===== src/rtl/cnn_sdiv_20s_6u_seq.sv =====
// cnn_sdiv_20s_6u_seq
//   Sequential restoring divider for conv1 requantisation / average scaling.
//   Divides a signed DIVIDEND_WIDTH value by an unsigned DIVISOR_WIDTH value,
//   one quotient bit per cycle, and returns a saturated signed quotient and a
//   signed remainder whose sign follows the dividend.
//
//   Ports
//     ap_clk, ap_rst_n        clock, async active-low reset
//     in_valid / in_ready     operand handshake (dividend, divisor)
//     out_valid / out_ready   result handshake (quotient, remainder, ovf, div_by_zero)
//
//   state  | meaning
//   -------+-----------------------------------------------------------
//   IDLE   | waiting for operands, in_ready high
//   CALC   | one restoring iteration per cycle, cnt_q counts down to 0
//   FIX    | apply sign, saturation and flags; register outputs
//   DONE   | result held with out_valid high until out_ready

module cnn_sdiv_20s_6u_seq #(
   parameter int DIVIDEND_WIDTH = 20,
   parameter int DIVISOR_WIDTH  = 6,
   parameter int QUOTIENT_WIDTH = 14
) (
   input  logic                      ap_clk,
   input  logic                      ap_rst_n,
   input  logic                      in_valid,
   output logic                      in_ready,
   input  logic [DIVIDEND_WIDTH-1:0] dividend,
   input  logic [DIVISOR_WIDTH-1:0]  divisor,
   output logic                      out_valid,
   input  logic                      out_ready,
   output logic [QUOTIENT_WIDTH-1:0] quotient,
   output logic [DIVISOR_WIDTH:0]    remainder,
   output logic                      ovf,
   output logic                      div_by_zero
);

   localparam int DW = DIVIDEND_WIDTH;
   localparam int VW = DIVISOR_WIDTH;
   localparam int QW = QUOTIENT_WIDTH;
   localparam int RW = DIVISOR_WIDTH + 1;
   localparam int CW = $clog2(DIVIDEND_WIDTH);

   // Largest positive quotient and magnitude of the most negative quotient.
   localparam logic [DW-1:0] Q_POS_MAG = DW'((64'd1 << (QW-1)) - 64'd1);
   localparam logic [DW-1:0] Q_NEG_MAG = DW'(64'd1 << (QW-1));
   localparam logic [QW-1:0] Q_SAT_POS = {1'b0, {(QW-1){1'b1}}};
   localparam logic [QW-1:0] Q_SAT_NEG = {1'b1, {(QW-1){1'b0}}};

   typedef enum logic [1:0] {
      S_IDLE = 2'd0,
      S_CALC = 2'd1,
      S_FIX  = 2'd2,
      S_DONE = 2'd3
   } state_t;

   state_t          state_q, state_d;
   logic [DW-1:0]   mag_q, mag_d;
   logic [DW-1:0]   quo_q, quo_d;
   logic [RW-1:0]   rem_q, rem_d;
   logic [CW-1:0]   cnt_q, cnt_d;
   logic [VW-1:0]   dvs_q, dvs_d;
   logic            sign_q, sign_d;
   logic            dbz_q, dbz_d;
   logic [QW-1:0]   quotient_q, quotient_d;
   logic [RW-1:0]   remainder_q, remainder_d;
   logic            ovf_q, ovf_d;
   logic            div_by_zero_q, div_by_zero_d;
   logic            out_valid_q, out_valid_d;

   logic [RW-1:0]   shifted;
   logic [RW:0]     diff;
   logic [DW-1:0]   dividend_abs;
   logic [DW-1:0]   quo_neg;
   logic [RW-1:0]   rem_neg;

   // The partial remainder stays below the divisor, so its MSB is always 0
   // before the shift and the shifted value fits in RW bits.
   assign shifted      = {rem_q[RW-2:0], mag_q[DW-1]};
   assign diff         = {1'b0, shifted} - {2'b00, dvs_q};
   // Two's-complement negate in DW bits maps -2^(DW-1) onto 2^(DW-1) unsigned.
   assign dividend_abs = dividend[DW-1] ? (~dividend + 1'b1) : dividend;
   assign quo_neg      = ~quo_q + 1'b1;
   assign rem_neg      = ~rem_q + 1'b1;

   always_comb begin
      state_d       = state_q;
      mag_d         = mag_q;
      quo_d         = quo_q;
      rem_d         = rem_q;
      cnt_d         = cnt_q;
      dvs_d         = dvs_q;
      sign_d        = sign_q;
      dbz_d         = dbz_q;
      quotient_d    = quotient_q;
      remainder_d   = remainder_q;
      ovf_d         = ovf_q;
      div_by_zero_d = div_by_zero_q;
      out_valid_d   = out_valid_q;

      case (state_q)
         S_IDLE: begin
            if (in_valid) begin
               state_d = S_CALC;
               mag_d   = dividend_abs;
               sign_d  = dividend[DW-1];
               dvs_d   = divisor;
               dbz_d   = (divisor == '0);
               quo_d   = '0;
               rem_d   = '0;
               cnt_d   = CW'(DW-1);
            end
         end

         S_CALC: begin
            mag_d = {mag_q[DW-2:0], 1'b0};
            // diff[RW] is the borrow: set means restore the shifted value.
            rem_d = diff[RW] ? shifted : diff[RW-1:0];
            quo_d = {quo_q[DW-2:0], ~diff[RW]};
            if (cnt_q == '0) begin
               state_d = S_FIX;
            end else begin
               cnt_d = cnt_q - 1'b1;
            end
         end

         S_FIX: begin
            state_d       = S_DONE;
            out_valid_d   = 1'b1;
            ovf_d         = 1'b0;
            div_by_zero_d = dbz_q;
            if (dbz_q) begin
               quotient_d  = sign_q ? Q_SAT_NEG : Q_SAT_POS;
               remainder_d = '0;
            end else begin
               remainder_d = sign_q ? rem_neg : rem_q;
               if (sign_q) begin
                  if (quo_q > Q_NEG_MAG) begin
                     quotient_d = Q_SAT_NEG;
                     ovf_d      = 1'b1;
                  end else begin
                     quotient_d = quo_neg[QW-1:0];
                  end
               end else begin
                  if (quo_q > Q_POS_MAG) begin
                     quotient_d = Q_SAT_POS;
                     ovf_d      = 1'b1;
                  end else begin
                     quotient_d = quo_q[QW-1:0];
                  end
               end
            end
         end

         S_DONE: begin
            if (out_ready) begin
               out_valid_d = 1'b0;
               state_d     = S_IDLE;
            end
         end

         default: state_d = S_IDLE;
      endcase
   end

   always_ff @(posedge ap_clk or negedge ap_rst_n) begin
      if (!ap_rst_n) begin
         state_q       <= S_IDLE;
         mag_q         <= '0;
         quo_q         <= '0;
         rem_q         <= '0;
         cnt_q         <= '0;
         dvs_q         <= '0;
         sign_q        <= 1'b0;
         dbz_q         <= 1'b0;
         quotient_q    <= '0;
         remainder_q   <= '0;
         ovf_q         <= 1'b0;
         div_by_zero_q <= 1'b0;
         out_valid_q   <= 1'b0;
      end else begin
         state_q       <= state_d;
         mag_q         <= mag_d;
         quo_q         <= quo_d;
         rem_q         <= rem_d;
         cnt_q         <= cnt_d;
         dvs_q         <= dvs_d;
         sign_q        <= sign_d;
         dbz_q         <= dbz_d;
         quotient_q    <= quotient_d;
         remainder_q   <= remainder_d;
         ovf_q         <= ovf_d;
         div_by_zero_q <= div_by_zero_d;
         out_valid_q   <= out_valid_d;
      end
   end

   // Gated by the reset pin so in_ready is low for the whole reset window.
   assign in_ready    = ap_rst_n & (state_q == S_IDLE);
   assign out_valid   = out_valid_q;
   assign quotient    = quotient_q;
   assign remainder   = remainder_q;
   assign ovf         = ovf_q;
   assign div_by_zero = div_by_zero_q;

endmodule

===== config.mk =====
export PLATFORM = sky130hd
export DESIGN_NAME = cnn_sdiv_20s_6u_seq
export DESIGN_NICKNAME = d
export VERILOG_FILES = /design/src/rtl/cnn_sdiv_20s_6u_seq.sv
export SDC_FILE = /design/constraint.sdc
export NUM_CORES = 1
export LEC_CHECK = 0
export BUFFER_PORTS_ARGS = -buffer_cell sky130_fd_sc_hd__buf_4
export CORE_ASPECT_RATIO = 0.6
export CORE_MARGIN = 3
export CORE_UTILIZATION = 40
export CTS_CLUSTER_DIAMETER = 150
export CTS_CLUSTER_SIZE = 30
export DETAILED_ROUTE_END_ITERATION = 12
export GPL_ROUTABILITY_DRIVEN = 0
export GPL_TIMING_DRIVEN = 0
export PLACE_DENSITY_LB_ADDON = 0.05
export SYNTH_ARGS = -nofsm -noshare
export SYNTH_HDL_FRONTEND = slang
export SYNTH_SLANG_ARGS = --single-unit

===== constraint.sdc =====
create_clock -name ap_clk -period 2.5 [get_ports ap_clk]
set_input_delay 0.125 -clock ap_clk [delete_from_list [all_inputs] [get_ports ap_clk]]
set_output_delay 0.125 -clock ap_clk [all_outputs]
set_load 0.03 [all_outputs]

==> impl_results.md <==
- Ports: 55
- Period utilization: 0.9693
- Via density: approximately 5.5
- Slowest cell on the critical path: or4_4
- CORE AREA: 0.01149 mm²
- Mapped cell area: 0.004788 mm²
- Syn Inst Count: roughly 510
- Arr. time, crit path: roughly 2700 ps
- Delay of the slowest critical-path stage: 530 ps
- R2R cell count: 6
- ANT nets after route: 0
- Synth cell types: 56
- Critical-path cell list: or4_4 > or4_4 > or3_4 > buf_6 > or3_1 > o211ai_2
- Grt ovf: 0
- DIE HEIGHT: about 91 µm
- Area growth syn-to-layout: 22.00%
- Worst Setup End Kind: register
- Leakage: 0.002620 µW
- Worst VDD drop: 0.4816 mV
- Final Hold Fails: 3
- Pwr Density: 1346 mW/mm²
- CTS Buf Count: 9
- First-pass DRT Iterations: 4
- Sequential-to-total area share from yosys stat: 0.4494
- Mux cell area share after synthesis: 0.03136
- CP required: 2760 ps
- DRT iter0 DRCs: 330
- Outcome: finished with violations
- Net Count, Synth: 554
- Worst path most repeated cell: or4_4
- Die W: 147.3 µm
- Largest net degree at the start of global routing: 88
- Register area: 0.002152 mm²
- Average wire per standard cell: roughly 18 µm
- Util after Layout: 0.5086
- Vias: about 4.1k
- Clk root buf: clkbuf_16
- Layout net count: 629
- Post-Synth Simple-Gate Area: 0.1547
- Kind of cell adding the most delay to the critical path: simple AND/OR/NAND/NOR gates
- Layout cell share with drive strength beyond 1: 0.1792
- Worst R2R End: quotient[2]$_DFFE_PN0P_
- DP HPWL: 9536 µm
- Slew @ Worst Pin: 1128 ps
- H-tree levels: 3
- CP Launch Type: register
- CP bufs+invs: 1
- Max_cap viols: 0
- WL final: 13140 µm
- Clk_lat worst skew: 340 ps
- Ys async rst share: 1.000
- FP Rows: 30
- # diodes: 0
- CP Class: reg2reg
- Clock sink count: 86
- Remaining DRCs: 0
- Syn avg cell area: 9.444 µm²
- Most frequent cells in the layout: dfrtp_1 (86), buf_4 (62), nand2_1 (59)
- Number of port buffers: 54
- Initial Util: 0.4169
- Synth Area in XOR/XNOR: 0.05487
- Clk_skew: 6.343 ps
- EDFF count, synth: 0
- Post-layout minimum cycle time: between 2000 and 2500 ps
- Worst hold margin: -18.03 ps
- Clock Tree Buf Depth: 2
- Primary FF master, synth: dfrtp_1
- First-pass GRT wire length: ~22000 µm
- WP depth: 6
- TNS Setup: 0 ps
- Die area: 0.01336 mm²
- Most common cell after layout, fill and taps aside: dfrtp_1
- Area of the multi-input gates: 0.002482 mm²
- Slew headroom: 0.2477
- Worst min path class: in2async
- Flops & latches, synth: 86
- Setup violations, final: 0
- Yosys warns: 0
- CTS clock-pin slew for the worst setup and hold paths: about 60 ps
- R2R Path Start: quo_q[15]$_DFFE_PN0P_
- Fill count: 1130
- Slew Viols, Final: 0
- Vias in the first global route: 3931
- Initial antenna violation count: 0
- Max frequency: 412.7 MHz
- Critical path peak fanout: 8
- Setup slack, reg-to-reg: between 70 and 80 ps
- Failing checks: negative hold slack
- Synth Area in Compound Gates: 0.2187
- Setup crit start: quo_q[15]$_DFFE_PN0P_
- Largest family of logic cells by synthesized area: compound AO/OA/AOI/OAI gates
- Total Routing Usage GR: 0.2003
- CTS tree: done
- Area share of fa/ha/maj cells after synthesis: 0.04599
- Final Power: 7865 µW
- CP endpoint: quotient[2]$_DFFE_PN0P_
-- synthesized netlist by cell type (6+ instances only) --
cell	instances	area (µm²)
xor2_1	19	166.4
inv_1	30	112.6
o221ai_1	9	78.83
o31ai_1	12	90.09
dfrtp_1	86	2152
a21oi_1	23	115.1
clkbuf_1	22	82.58
nand2_1	59	221.5
nor2_1	29	108.9
mux2i_1	6	60.06
o21ai_0	37	185.2
or3_1	8	50.05
ha_1	16	200.2
nor3_1	14	70.07
mux2_2	8	90.09
a22o_1	13	113.9
nand3_1	7	35.03
a211oi_1	9	67.56
xnor2_1	11	96.34
o2bb2ai_1	8	70.07
-- state kept, by name, indices dropped and copies added, names as in the netlist --
| register | cells |
|---|---|
| dvs_q | 6 |
| cnt_q | 5 |
| state_q | 2 |
| mag_q | 20 |
| ovf | 1 |
| dbz_q | 1 |
| quotient | 14 |
| rem_q | 7 |
| remainder | 7 |
| sign_q | 1 |
| out_valid | 1 |
| quo_q | 20 |
| div_by_zero | 1 |
-- final cells by class --
cell class	instances	share of cell area
inverter	31	0.01992
tap	160	0.03427
multi-input combinational	364	0.4249
buffer	25	0.01842
timing repair buffer	65	0.08481
sequential	86	0.3684
clock buffer	15	0.04926
-- cells by family (layout without fill, tap and decap cells) --
logic type	after synthesis	after routing
compound gates	151	151
xor+xnor	30	30
flops	86	86
buf+inv	57	136
mux	14	14
simple gates	152	152
fa+ha+maj	17	17
-- how the worst min path moves through the flow --
stage | startpoint | endpoint | slack [ps] | cells after the start
after CTS | divisor[3] | dvs_q[3]$_DFFE_PN0P_ | 20 | 2
after global routing | divisor[5] | dvs_q[5]$_DFFE_PN0P_ | 20 | 2
final | ap_rst_n | mag_q[0]$_DFFE_PN0P_ | -20 | 1
after floorplan | ap_rst_n | cnt_q[0]$_DFFE_PN0P_ | -170 | 0
after detailed placement | divisor[1] | dbz_q$_DFFE_PN0P_ | 330 | 2
after global placement | divisor[1] | dbz_q$_DFFE_PN0P_ | 330 | 2
-- routing by layer --
metal / GRT usage / wire length (µm) / up-vias / part of all wire
li1: - / - / 1998 / -
met5: 0 / 0 / - / 0
met2: 0.2511 / 4998 / 116 / 0.38
met4: 0.03876 / 94 / 0 / 0.0072
met3: 0.05065 / 837 / 10 / 0.064
met1: 0.3347 / 7209 / 2010 / 0.55
-- report_power, final --
group          switching (µW)  internal, µW
logic                    2620          1680
registers                 371          1900
clock network             521           778
-- stage by stage --
| stage | worst slack, ps | std cells | cell area (µm²) | hold WS [ps] |
|---|---|---|---|---|
| floorplan | 125.7 | 507 | 4788 | -170.6 |
| global route | -47.12 | 746 | 5842 | 17.10 |
| global placement | -426.9 | 721 | 5394 | 325.3 |
| finish | 76.75 | 746 | 5842 | -18.03 |
| detailed placement | -457.4 | 721 | 5394 | 327.2 |
| CTS | 7.481 | 741 | 5772 | 17.02 |
-- what timing repair did --
item | 4_1_cts | 5_1_grt
setup buffers | 3 | 5
hold buffers | 3 | 0
pin swaps | 2 | 2
endpoints found under the hold margin | 2 | 0
gates resized for setup | 11 | 11
setup endpoints to repair | 36 | 41
cloned | 0 | 0
No activity file was read; power rests on OpenSTA's default activity.
